File: config.mk
export PLATFORM = sky130hd
export DESIGN_NAME = stage_pipe_skid
export DESIGN_NICKNAME = d
export VERILOG_FILES = /design/src/rtl/stage_pkg.sv /design/src/rtl/sat_counter.sv /design/src/rtl/stage_pipe_skid.sv
export SDC_FILE = /design/constraint.sdc
export NUM_CORES = 1
export LEC_CHECK = 0
export BUFFER_PORTS_ARGS = -buffer_cell sky130_fd_sc_hd__buf_4
export CAP_MARGIN = 20
export CORE_ASPECT_RATIO = 0.8
export CORE_MARGIN = 2
export CORE_UTILIZATION = 40
export CTS_CLUSTER_DIAMETER = 30
export DETAILED_ROUTE_END_ITERATION = 6
export SKIP_LAST_GASP = 1
export SLEW_MARGIN = 10
export SYNTH_ARGS = -nofsm -noshare
export SYNTH_HDL_FRONTEND = slang
export SYNTH_SLANG_ARGS = --single-unit
File: constraint.sdc
create_clock -name clk -period 3 [get_ports clk]
set_clock_uncertainty 0.2 [all_clocks]
set_input_delay 0.6 -clock clk [delete_from_list [all_inputs] [get_ports clk]]
set_output_delay 0.6 -clock clk [all_outputs]
set_load 0.1 [all_outputs]
File: src/rtl/stage_pkg.sv
// Shared definitions for the inter-stage pipeline registers.
package stage_pkg;

  // Occupancy state of a pipeline stage register.
  typedef enum logic [1:0] {
    EMPTY = 2'b00,
    ONE   = 2'b01,
    FULL  = 2'b10
  } stage_state_e;

  // Default payload widths for each inter-stage boundary.
  // IF/ID : pc 32 + instr 32
  localparam int IF_ID_W = 32 + 32;
  // ID/EX : busa 32 + busb 32 + pc 32 + imm 32 + rd 5 + funct3 3 + op 7
  localparam int ID_EX_W = 32 + 32 + 32 + 32 + 5 + 3 + 7;
  // EX/MA : busc 32 + busb 32 + pc 32 + imm 32 + rd 5 + funct3 3 + op 7 = 143
  localparam int EX_MA_W = 32 + 32 + 32 + 32 + 5 + 3 + 7;
  // MA/WB : busc 32 + mem rdata 32 + rd 5 + funct3 3 + op 7
  localparam int MA_WB_W = 32 + 32 + 5 + 3 + 7;

  // Number of payloads held in a given state.
  function automatic logic [1:0] occ_of(stage_state_e s);
    logic [1:0] n;
    case (s)
      ONE:     n = 2'd1;
      FULL:    n = 2'd2;
      default: n = 2'd0;
    endcase
    return n;
  endfunction

endpackage

File: src/rtl/sat_counter.sv
// Saturating up-counter for performance statistics; sticks at all-ones.
module sat_counter #(
  parameter int W = 16
) (
  input  logic         clk,
  input  logic         rst,
  input  logic         inc,
  output logic [W-1:0] count
);

  logic [W-1:0] count_q;
  logic [W-1:0] count_d;

  // Next count: step on inc unless already saturated.
  always_comb begin
    count_d = count_q;
    if (inc && (count_q != {W{1'b1}})) begin
      count_d = count_q + W'(1);
    end
  end

  // Count register, cleared only by reset.
  always_ff @(posedge clk or posedge rst) begin
    if (rst) begin
      count_q <= '0;
    end else begin
      count_q <= count_d;
    end
  end

  assign count = count_q;

endmodule

File: src/rtl/stage_pipe_skid.sv
// Inter-stage pipeline register with valid/ready handshake, optional
// two-entry skid buffer, flush and a back-pressure cycle counter.
//
// state | meaning
// EMPTY | nothing held, out_valid low
// ONE   | one payload in main register, presented downstream
// FULL  | main presented, next payload parked in skid (SKID=1 only)
module stage_pipe_skid
  import stage_pkg::*;
#(
  parameter int DATA_W = 32,
  parameter int SKID   = 1,
  parameter int CNT_W  = 16
) (
  input  logic              clk,
  input  logic              rst,
  input  logic              in_valid,
  output logic              in_ready,
  input  logic [DATA_W-1:0] in_data,
  input  logic              flush,
  output logic              out_valid,
  input  logic              out_ready,
  output logic [DATA_W-1:0] out_data,
  output logic [1:0]        occupancy,
  output logic [CNT_W-1:0]  stall_cnt
);

  logic accept;
  logic consume;
  logic stall;

  assign accept  = in_valid & in_ready;
  assign consume = out_valid & out_ready;
  assign stall   = in_valid & ~in_ready;

  sat_counter #(.W(CNT_W)) u_stall_cnt (
    .clk   (clk),
    .rst   (rst),
    .inc   (stall),
    .count (stall_cnt)
  );

  generate
    if (SKID != 0) begin : g_skid
      stage_state_e      state_q, state_d;
      logic [DATA_W-1:0] main_q, main_d;
      logic [DATA_W-1:0] skid_q, skid_d;
      logic              in_ready_q, in_ready_d;

      // State, data and registered ready flops.
      always_ff @(posedge clk or posedge rst) begin
        if (rst) begin
          state_q    <= EMPTY;
          main_q     <= '0;
          skid_q     <= '0;
          in_ready_q <= 1'b1;
        end else begin
          state_q    <= state_d;
          main_q     <= main_d;
          skid_q     <= skid_d;
          in_ready_q <= in_ready_d;
        end
      end

      // Next state and data movement; flush overrides and freezes data.
      always_comb begin
        state_d = state_q;
        main_d  = main_q;
        skid_d  = skid_q;
        unique case (state_q)
          EMPTY: begin
            if (accept) begin
              state_d = ONE;
              main_d  = in_data;
            end
          end
          ONE: begin
            if (accept && consume) begin
              main_d = in_data;
            end else if (consume) begin
              state_d = EMPTY;
            end else if (accept) begin
              state_d = FULL;
              skid_d  = in_data;
            end
          end
          FULL: begin
            if (consume) begin
              state_d = ONE;
              main_d  = skid_q;
            end
          end
          default: state_d = EMPTY;
        endcase
        if (flush) begin
          state_d = EMPTY;
          main_d  = main_q;
          skid_d  = skid_q;
        end
        // Ready is precomputed so the port comes straight off a flop.
        in_ready_d = (state_d != FULL);
      end

      // Outputs decoded from registered state only.
      always_comb begin
        out_valid = (state_q != EMPTY);
        occupancy = occ_of(state_q);
        in_ready  = in_ready_q;
        out_data  = main_q;
      end
    end else begin : g_noskid
      stage_state_e      state_q, state_d;
      logic [DATA_W-1:0] main_q, main_d;

      // State and data flops.
      always_ff @(posedge clk or posedge rst) begin
        if (rst) begin
          state_q <= EMPTY;
          main_q  <= '0;
        end else begin
          state_q <= state_d;
          main_q  <= main_d;
        end
      end

      // Next state: refill on accept, drain on consume, flush wins.
      always_comb begin
        state_d = state_q;
        main_d  = main_q;
        if (accept) begin
          state_d = ONE;
          main_d  = in_data;
        end else if (consume) begin
          state_d = EMPTY;
        end
        if (flush) begin
          state_d = EMPTY;
          main_d  = main_q;
        end
      end

      // Outputs; ready passes out_ready through combinationally.
      always_comb begin
        out_valid = (state_q != EMPTY);
        occupancy = occ_of(state_q);
        in_ready  = (state_q == EMPTY) | out_ready;
        out_data  = main_q;
      end
    end
  endgenerate

endmodule

==> results.py <==
metrics = {
    "yosys": {
        "synth_top_cells_by_count": "nand2_1, dfrtp_1, mux2_2",
        "syn_area_um2": 3840,
        "synth.top_cell.area_share": 0.535,
        "synth-async-reset-ratio": 1.00,
        "yosys-top-cells-area": "dfrtp_1, mux2_2, nand2_1",
        "synth_flop_cell": "dfrtp_1",
        "yosysSeqAreaShare": 0.541,
        "syn_nets": 375,
        "yosys_warnings": 0,
        "ys_types": 42,
        "synth_top_cell_by_area": "dfrtp_1",
        "yosysMostFrequentCell": "nand2_1",
        "syn_avg_cell_area_um2": 11.4,
        "ys_ff_latch": 83,
        "synth_edf_count": 0,
        "netlist_instances": 337,
    },
    "clock_network": {
        "clk_pin_slew_worst_paths_ns": 0.06,
        "insertion_delay_ns": 0.34,
        "cts_root_buf": "clkbuf_16",
        "cts_tree": "built",
        "cts_num_sinks": 83,
        "cts_made_buffers": 9,
        "cts_resized": 0,
        "clockBufferDepth": 2,
        "holdBufCountCts": 0,
        "post_cts_buffers": 0,
        "htree_levels": 3,
    },
    "layout": {
        "areaGrowthSynthToFinish_pct": 28.2,
        "multi_input_area_um2": 1670,
        "fillers": 805,
        "seq_area_um2": 2080,
        "antenna_cells": 0,
        "final_nets": 466,
        "drive_gt1_frac": 0.432,
    },
    "flow_run": {
        "cap_violations": 0,
    },
    "floorplan": {
        "io_pins": 89,
        "die_y_um": 91.6,
        "die_w_um": 114,
        "die_area_um2": 10400,
        "fp-row-count": 31,
        "initial_core_util": 0.418,
        "core_um2": 9190,
    },
    "setup_path": {
        "critPathLaunchType": "register",
        "cp.required_ns": 2.20,
        "worst_path_max_delay_cell": "dfrtp_1",
        "critPathTopFamily": "buffers and inverters",
        "r2r_setup_slack_ns": 1.00,
        "crit_path_frequent_cell": "buf_4",
        "path_cells": "nand2b_1 -> buf_4 -> inv_2 -> buf_4",
        "rr_startpoint": "in_ready",
        "timing.rr.end": "out_data[0]",
        "path_buf_inv": 3,
        "critical-path-max-stage-delay_ns": 0.44,
        "cp-end-kind": "output pin",
        "worstSetupPathType": "reg2out",
        "worstRegToRegCells": 5,
        "critPathArrivalTime_ns": 1.56,
        "worstPathMaxFanout": 33,
    },
    "hold_path": {
        "min_path_type": "in2async",
    },
    "global_routing": {
        "gr-total-overflow": 0,
        "grt_first_pass_wirelength_mm": 13.1,
        "grt_pass1_vias": 2522,
        "grtUsageTotal": 0.165,
        "grt_max_degree": 47,
        "antenna_found_initial": 0,
    },
    "drt": {
        "wl_per_cell_um": 14.8,
        "vias": 2680,
        "wl_met3_um": 409,
        "first_pass_iters": 4,
        "wl_mm": 8.14,
        "drc_errors": 0,
        "route.met2.wl_mm": 3.68,
        "drt_iter0_drc": 99,
        "topRoutingLayerUsed": "met4",
        "detail-route-antenna-nets": 0,
        "drt-met1-wl_mm": 3.96,
        "drt-vias-per-instance": 4.89,
    },
    "timing": {
        "setup_tns_ns": 0,
        "fmax_mhz": 424,
        "rsz0062_at_grt": "false",
        "slew_viol_final": 0,
        "fin_crit_sh": 0.787,
        "worstMarginPinSlew_ns": 0.686,
        "hold_viol_final": 0,
        "maxSlewHeadroom": 0.542,
        "min_period_ns": 2.36,
        "setup_violations": 0,
    },
    "placement": {
        "globalplace.congestion": 0.800,
        "portBuffers": 88,
        "post-dp-hpwl_mm": 5.38,
    },
    "power_and_ir_drop": {
        "p_leak_nw": 2.48,
        "power_w": 0.00402,
        "power.density_nw_per_um2": 817,
        "peakVddDrop_uv": 427,
    },
    "outcome": {
        "outcome": "completed",
    },
}
## kinds of logic after synthesis
family                     synth area share
AOI/OAI and AO/OA                    0.0134
xor gates and xnor gates             0.0274
adders and majority gates           0.00326
buffers and inverters                0.0257
DFF                                   0.541
muxes                                 0.203
and+or+nand+nor                       0.186
## routing by layer
layer	up-vias	global-route usage
li1	1311	-
met1	1289	0.239
met2	73	0.235
met3	7	0.0535
met4	0	0.0549
met5	-	0
## state kept, by name, summed over array words and instances (netlist names)
register,cells
g_skid.skid_q,32
g_skid.state_q,2
in_ready,1
out_data,32
u_stall_cnt.count,16
## worst max path at each step
stage / start / to / slack, ns / cells past startpoint
6_report: g_skid.state_q[1] / occupancy[1] / 0.64 / 4
5_1_grt: g_skid.state_q[1] / occupancy[1] / 0.53 / 4
4_1_cts: g_skid.state_q[1] / occupancy[1] / 0.61 / 4
3_5_place_dp: out_ready / out_data[0] / 0.76 / 6
3_3_place_gp: out_ready / out_data[22] / 0.81 / 6
2_1_floorplan: g_skid.state_q[1] / g_skid.skid_q[24] / 0.03 / 5
## layout make-up
| class | instances | share of cell area |
|---|---|---|
| well taps | 115 | 0.0292 |
| inverters | 3 | 0.00254 |
| flip-flops and latches | 83 | 0.422 |
| clock inverters | 4 | 0.00509 |
| multi-input cells | 238 | 0.339 |
| repair buffers | 93 | 0.150 |
| clock buffers | 12 | 0.0521 |
## worst reg2reg max path, cell delays in order (launching register included)
cell and delay (ns):
dfstp_2 0.57, nand2_1 0.11, nor3_1 0.32, o21bai_4 0.18, buf_12 0.21, mux2_2 0.29
## layout by cell type, fill, tap and decap left out, drive strengths merged, types with 5 or more instances in the layout
master	Yosys	routed
nand2	104	104
buf	10	93
dfrtp	82	82
mux2	68	68
clkbuf	3	12
nand3	9	9
xor2	8	8
nor2	7	7
nand4	5	5
## stage by stage
step | instances | hold slack [ns] | util | setup slack [ns] | cell area, um^2
3_3_place_gp | 532 | 0.275 | 0.505 | 0.810 | 4640
2_1_floorplan | 337 | 0.264 | - | 0.0349 | 3840
6_report | 548 | 0.145 | 0.535 | 0.639 | 4920
5_1_grt | 548 | 0.193 | 0.535 | 0.533 | 4920
4_1_cts | 548 | 0.161 | 0.535 | 0.609 | 4920
3_5_place_dp | 532 | 0.293 | 0.505 | 0.756 | 4640
## where the power goes
| group | internal [W] | switching, W |
|---|---|---|
| registers | 0.00137 | 0.000142 |
| clock network | 0.000603 | 0.000438 |
| logic | 0.000401 | 0.00107 |
Power figures use the tool's default switching activity.
